### config.mk
export PLATFORM = sky130hd
export DESIGN_NAME = pulse_period_meter
export DESIGN_NICKNAME = d
export VERILOG_FILES = /design/src/rtl/pulse_period_meter.sv
export SDC_FILE = /design/constraint.sdc
export NUM_CORES = 1
export LEC_CHECK = 0
export ABC_AREA = 0
export CAP_MARGIN = 20
export CELL_PAD_IN_SITES_DETAIL_PLACEMENT = 1
export CELL_PAD_IN_SITES_GLOBAL_PLACEMENT = 1
export CORE_MARGIN = 2
export CORE_UTILIZATION = 41
export DETAILED_ROUTE_END_ITERATION = 6
export PLACE_DENSITY = 0.73
export SYNTH_ARGS = -nofsm -noshare
export SYNTH_HDL_FRONTEND = slang
export SYNTH_SLANG_ARGS = --single-unit
### constraint.sdc
create_clock -name clk -period 1.99 [get_ports clk]
set_input_delay 0.2985 -clock clk [delete_from_list [all_inputs] [get_ports clk]]
set_output_delay 0.2985 -clock clk [all_outputs]
set_load 0.02 [all_outputs]
### src/rtl/pulse_period_meter.sv
// pulse_period_meter
// Measures the number of clk cycles between successive rising edges of a
// (possibly asynchronous) input. Each completed period is reported with a
// one-cycle strobe. A sticky timeout flags a missing pulse: no edge for MAX
// cycles while measuring.
module pulse_period_meter #(
    parameter int WIDTH       = 16,
    parameter int SYNC_STAGES = 2     // must be 2 or more
) (
    input  logic             clk,
    input  logic             reset,
    input  logic             sig_in,
    output logic [WIDTH-1:0] period,
    output logic             period_valid,
    output logic             timeout,
    output logic             measuring
);

    typedef enum logic {
        IDLE    = 1'b0,
        MEASURE = 1'b1
    } state_t;

    localparam logic [WIDTH-1:0] MAX = '1;
    localparam logic [WIDTH-1:0] ONE = {{(WIDTH-1){1'b0}}, 1'b1};

    logic [SYNC_STAGES-1:0] sync_q;
    logic                   prev_q;
    logic                   s;
    logic                   edge_det;

    state_t           state_q, state_d;
    logic [WIDTH-1:0] count_q, count_d;
    logic [WIDTH-1:0] period_q, period_d;
    logic             valid_q, valid_d;
    logic             timeout_q, timeout_d;

    // Synchronizer chain plus previous-sample register for edge detection
    always_ff @(posedge clk or posedge reset) begin
        if (reset) begin
            sync_q <= '0;
            prev_q <= 1'b0;
        end else begin
            sync_q <= {sync_q[SYNC_STAGES-2:0], sig_in};
            prev_q <= s;
        end
    end

    assign s        = sync_q[SYNC_STAGES-1];
    assign edge_det = s & ~prev_q;

    // State and measurement registers
    always_ff @(posedge clk or posedge reset) begin
        if (reset) begin
            state_q   <= IDLE;
            count_q   <= '0;
            period_q  <= '0;
            valid_q   <= 1'b0;
            timeout_q <= 1'b0;
        end else begin
            state_q   <= state_d;
            count_q   <= count_d;
            period_q  <= period_d;
            valid_q   <= valid_d;
            timeout_q <= timeout_d;
        end
    end

    // Next-state logic: an edge always wins over the saturation/timeout path
    always_comb begin
        state_d   = state_q;
        count_d   = count_q;
        period_d  = period_q;
        valid_d   = 1'b0;
        timeout_d = timeout_q;
        case (state_q)
            IDLE: begin
                count_d = '0;
                if (edge_det) begin
                    // First edge only starts the measurement; nothing reported
                    count_d   = ONE;
                    timeout_d = 1'b0;
                    state_d   = MEASURE;
                end
            end
            MEASURE: begin
                if (edge_det) begin
                    period_d = count_q;
                    valid_d  = 1'b1;
                    count_d  = ONE;
                end else if (count_q == MAX) begin
                    // Counter never wraps; saturating means the pulse is lost
                    timeout_d = 1'b1;
                    count_d   = '0;
                    state_d   = IDLE;
                end else begin
                    count_d = count_q + ONE;
                end
            end
            default: begin
                state_d = IDLE;
                count_d = '0;
            end
        endcase
    end

    assign period       = period_q;
    assign period_valid = valid_q;
    assign timeout      = timeout_q;
    assign measuring    = (state_q == MEASURE);

endmodule
==> impl_metrics.csv <==
group,metric,value,unit
floorplan,io_pins,22,
worst_setup_path,endpoint_kind,"register",
clock_network,cts_tree,"done",
grt,grt_pass1_vias,1254,
yosys,muxShareOfSynthArea,0,%
worst_setup_path,required,2.16,ns
layout,syn2layout_area_growth,22.7,%
yosys,synthAdderAreaFrac,0.801,%
yosys,synth-simple-area-share,26.4,%
power,clockPowerShare,29.6,%
run_status,outcome,"completed",
yosys,ys_top_cells_by_area,"dfrtp_1 61%, nand2_1 12%, xnor2_1 6.2%",
placed_design,dp_slack,0.0340,ns
worst_setup_path,crit_path_max_fanout,13,
detailed_routing,drc,0,
layout,layout-drive-gt1-share,7.61,%
detailed_routing,drt_first_iter_violations,34,
yosys,synth_top_cell_by_area,"dfrtp_1",
worst_setup_path,critPathArrivalTime,2.01,ns
detailed_routing,avgRoutedWirePerCell,14.4,µm
power,p_seq_share,55.1,%
worst_setup_path,crit_path_start_kind,"register",
worst_setup_path,r2r-start,"count_q[0]",
worst_setup_path,worstSetupPathType,"reg2reg",
yosys,ys_ff_latch,38,
worst_setup_path,setup.worst_path.start,"count_q[0]",
sta,tns,0,ns
floorplan,core,0.00366,mm²
yosys,synth_top_family_by_area,"simple AND/OR/NAND/NOR gates",
sta,clock_skew,0.00626,ns
power,switchingPower,0.471,mW
layout,antenna_cells,0,
detailed_routing,firstDrtPassIters,4,
sta,hold_viol,0,
grt,antenna_found_initial,0,
yosys,yosysUniqueCellTypes,21,
clock_network,cts.htree.levels,2,
power,comb_power_share,15.3,%
detailed_routing,vias,1161,
yosys,synth_compound_area_share,2.24,%
yosys,syn-instance-count,157,
placed_design,portBuffers,21,
power,p_leak,0.891,nW
sta,worst_pin_slew,0.477,ns
clock_network,clk_path_buf_depth,2,
worst_setup_path,cp-endpoint,"count_q[11]",
clock_network,clkSlewWorstSetupHoldPaths,0.07,ns
floorplan,die_h,65.7,µm
layout,nets,188,
detailed_routing,drt-total-wl,3330,µm
detailed_routing,routed_via_density,5.00,
worst_hold_path,hold_class,"reg2reg",
power,swShare,28.5,%
yosys,synth_area,0.00156,mm²
grt,grt_pass1_wl,5970,µm
worst_setup_path,reg2reg_depth,5,
layout,fill_cells,415,
sta,layout_setup_ws,0.147,ns
floorplan,start_util,42.7,%
power,p_per_area,860,mW/mm²
floorplan,fp.dieArea,0.00432,mm²
sta,fin_crit_sh,92.6,%
placed_design,gp_congestion,0.857,
power,ir_drop,0.423,mV
yosys,synth_warnings,0,
layout,seqCellArea,951,µm²
sta,fmax,0.542,GHz
grt,grt_max_degree,39,
sta,fin_crit,1.84,ns
floorplan,fp-row-count,22,
layout,multiInputGateArea,584,µm²
yosys,synth_top_cell_area_share,60.8,%
worst_setup_path,r2r_end,"count_q[11]",
power,p_int,1.18,mW
sta,slew_viol_final,0,
clock_network,cts-root-buf,"clkbuf_8",
run,maxCapViolCount,0,
placed_design,hpwl,2370,µm
clock_network,clkLatencyLatePin,0.29,ns
yosys,seq_area_frac_synth,60.8,%
detailed_routing,postRouteAntennaNets,0,
sta,max_slew_margin,68.2,%
sta,rsz0062_at_grt,"no",
clock_network,numClockSinks,38,
worst_setup_path,ff2ff_setup_slack,0.15,ns
yosys,synth_xor_area_share,7.29,%
clock_network,cts_buffers,5,
grt,overflow,0,
yosys,synth_nets,161,
yosys,avgSynthCellArea,9.95,µm²
grt,grt_usage,18.6,%
floorplan,fp.dieW,65.7,µm
sta,setup_viol_count_final,0,
[layout make-up]
cell class / instances / share of cell area [%]
timing repair buffer: 23 / 11.7
inverter: 5 / 0.978
clock inverter: 2 / 0.522
sequential: 38 / 49.6
tap: 48 / 3.13
clock buffer: 5 / 3.59
multi-input combinational: 111 / 30.5
[worst max-delay path, stage by stage, from the launching register on]
cell,delay [ns]
dfrtp_1,0.43
ha_2,0.27
nand4_4,0.16
or4_4,0.60
nand3_4,0.19
nor2_1,0.08
[routing by layer]
metal  track usage (%)  wire length [µm]
met5                 0                 0
met4              7.55                47
met3              4.97               129
met2              29.5              1590
met1              24.1              1560
[layout by cell type, fill, tap and decap left out, drive strengths merged]
cell type and n:
dfrtp 38, xnor2 11, nand3 5, nand2b 1
nor4 5, buf 2, nand3b 1, nor3 3
nor2 16, clkbuf 5, clkdlybuf4s50 21, or4 1
o21ai 6, ha 1, or3 1, nand2 51
a21oi 1, nand4 6, xor2 2, clkinv 2
inv 5
[worst min path at each step]
stage | endpoint | cells after the start | startpoint | slack (ns)
finish | sync_q[1] | 0 | sync_q[0] | 0.36
global route | sync_q[1] | 0 | sync_q[0] | 0.37
CTS | sync_q[1] | 0 | sync_q[0] | 0.36
detailed placement | sync_q[1] | 0 | sync_q[0] | 0.34
global placement | sync_q[1] | 0 | sync_q[0] | 0.35
floorplan | sync_q[0] | 0 | sig_in | 0.33
[registers in the layout, summed over array words and instances, names as in the netlist]
signal,flops
count_q,16
measuring,1
period,16
period_valid,1
prev_q,1
sync_q,2
timeout,1
[repair_timing]
action	4_1_cts	5_1_grt
endpoints found under the setup margin	0	13
gates resized for setup	0	2
buffers inserted	0	0
hold buffers	0	0
[stage by stage]
stage	util [%]	power [mW]	cell area, µm²	hold slack, ns	std cells
floorplan	-	1.07	1560	0.330	157
global placement	50.0	1.16	1830	0.346	225
detailed placement	50.0	1.18	1830	0.339	225
CTS	52.1	1.66	1910	0.364	232
global route	52.4	1.75	1920	0.369	232
finish	52.4	1.65	1920	0.362	232
[logic make-up after synthesis]
family / count (synthesis)
and+or+nand+nor: 90
DFF: 38
xor gates and xnor gates: 13
buffers and inverters: 8
AOI/OAI and AO/OA: 7
adders and majority gates: 1
[power groups by stage]
| stage | Sequential, mW | Combinational [mW] | Clock (mW) |
|---|---|---|---|
| floorplan | 0.948 | 0.118 | 0 |
| global placement | 0.917 | 0.244 | 0 |
| detailed placement | 0.925 | 0.256 | 0 |
| CTS | 0.910 | 0.256 | 0.496 |
| global route | 0.921 | 0.286 | 0.543 |
| finish | 0.909 | 0.253 | 0.488 |
[Yosys cell counts (all sizes together)]
cell type and number:
nand3b 1, clkbuf 2, nand3 5, o21ai 6
nand2 51, a21oi 1, dfrtp 38, inv 5
nand4 6, ha 1, nor2 16, or4 1
nor4 5, xnor2 11, buf 1, or3 1
nor3 3, xor2 2, nand2b 1
No activity file was read; power rests on OpenSTA's default activity.
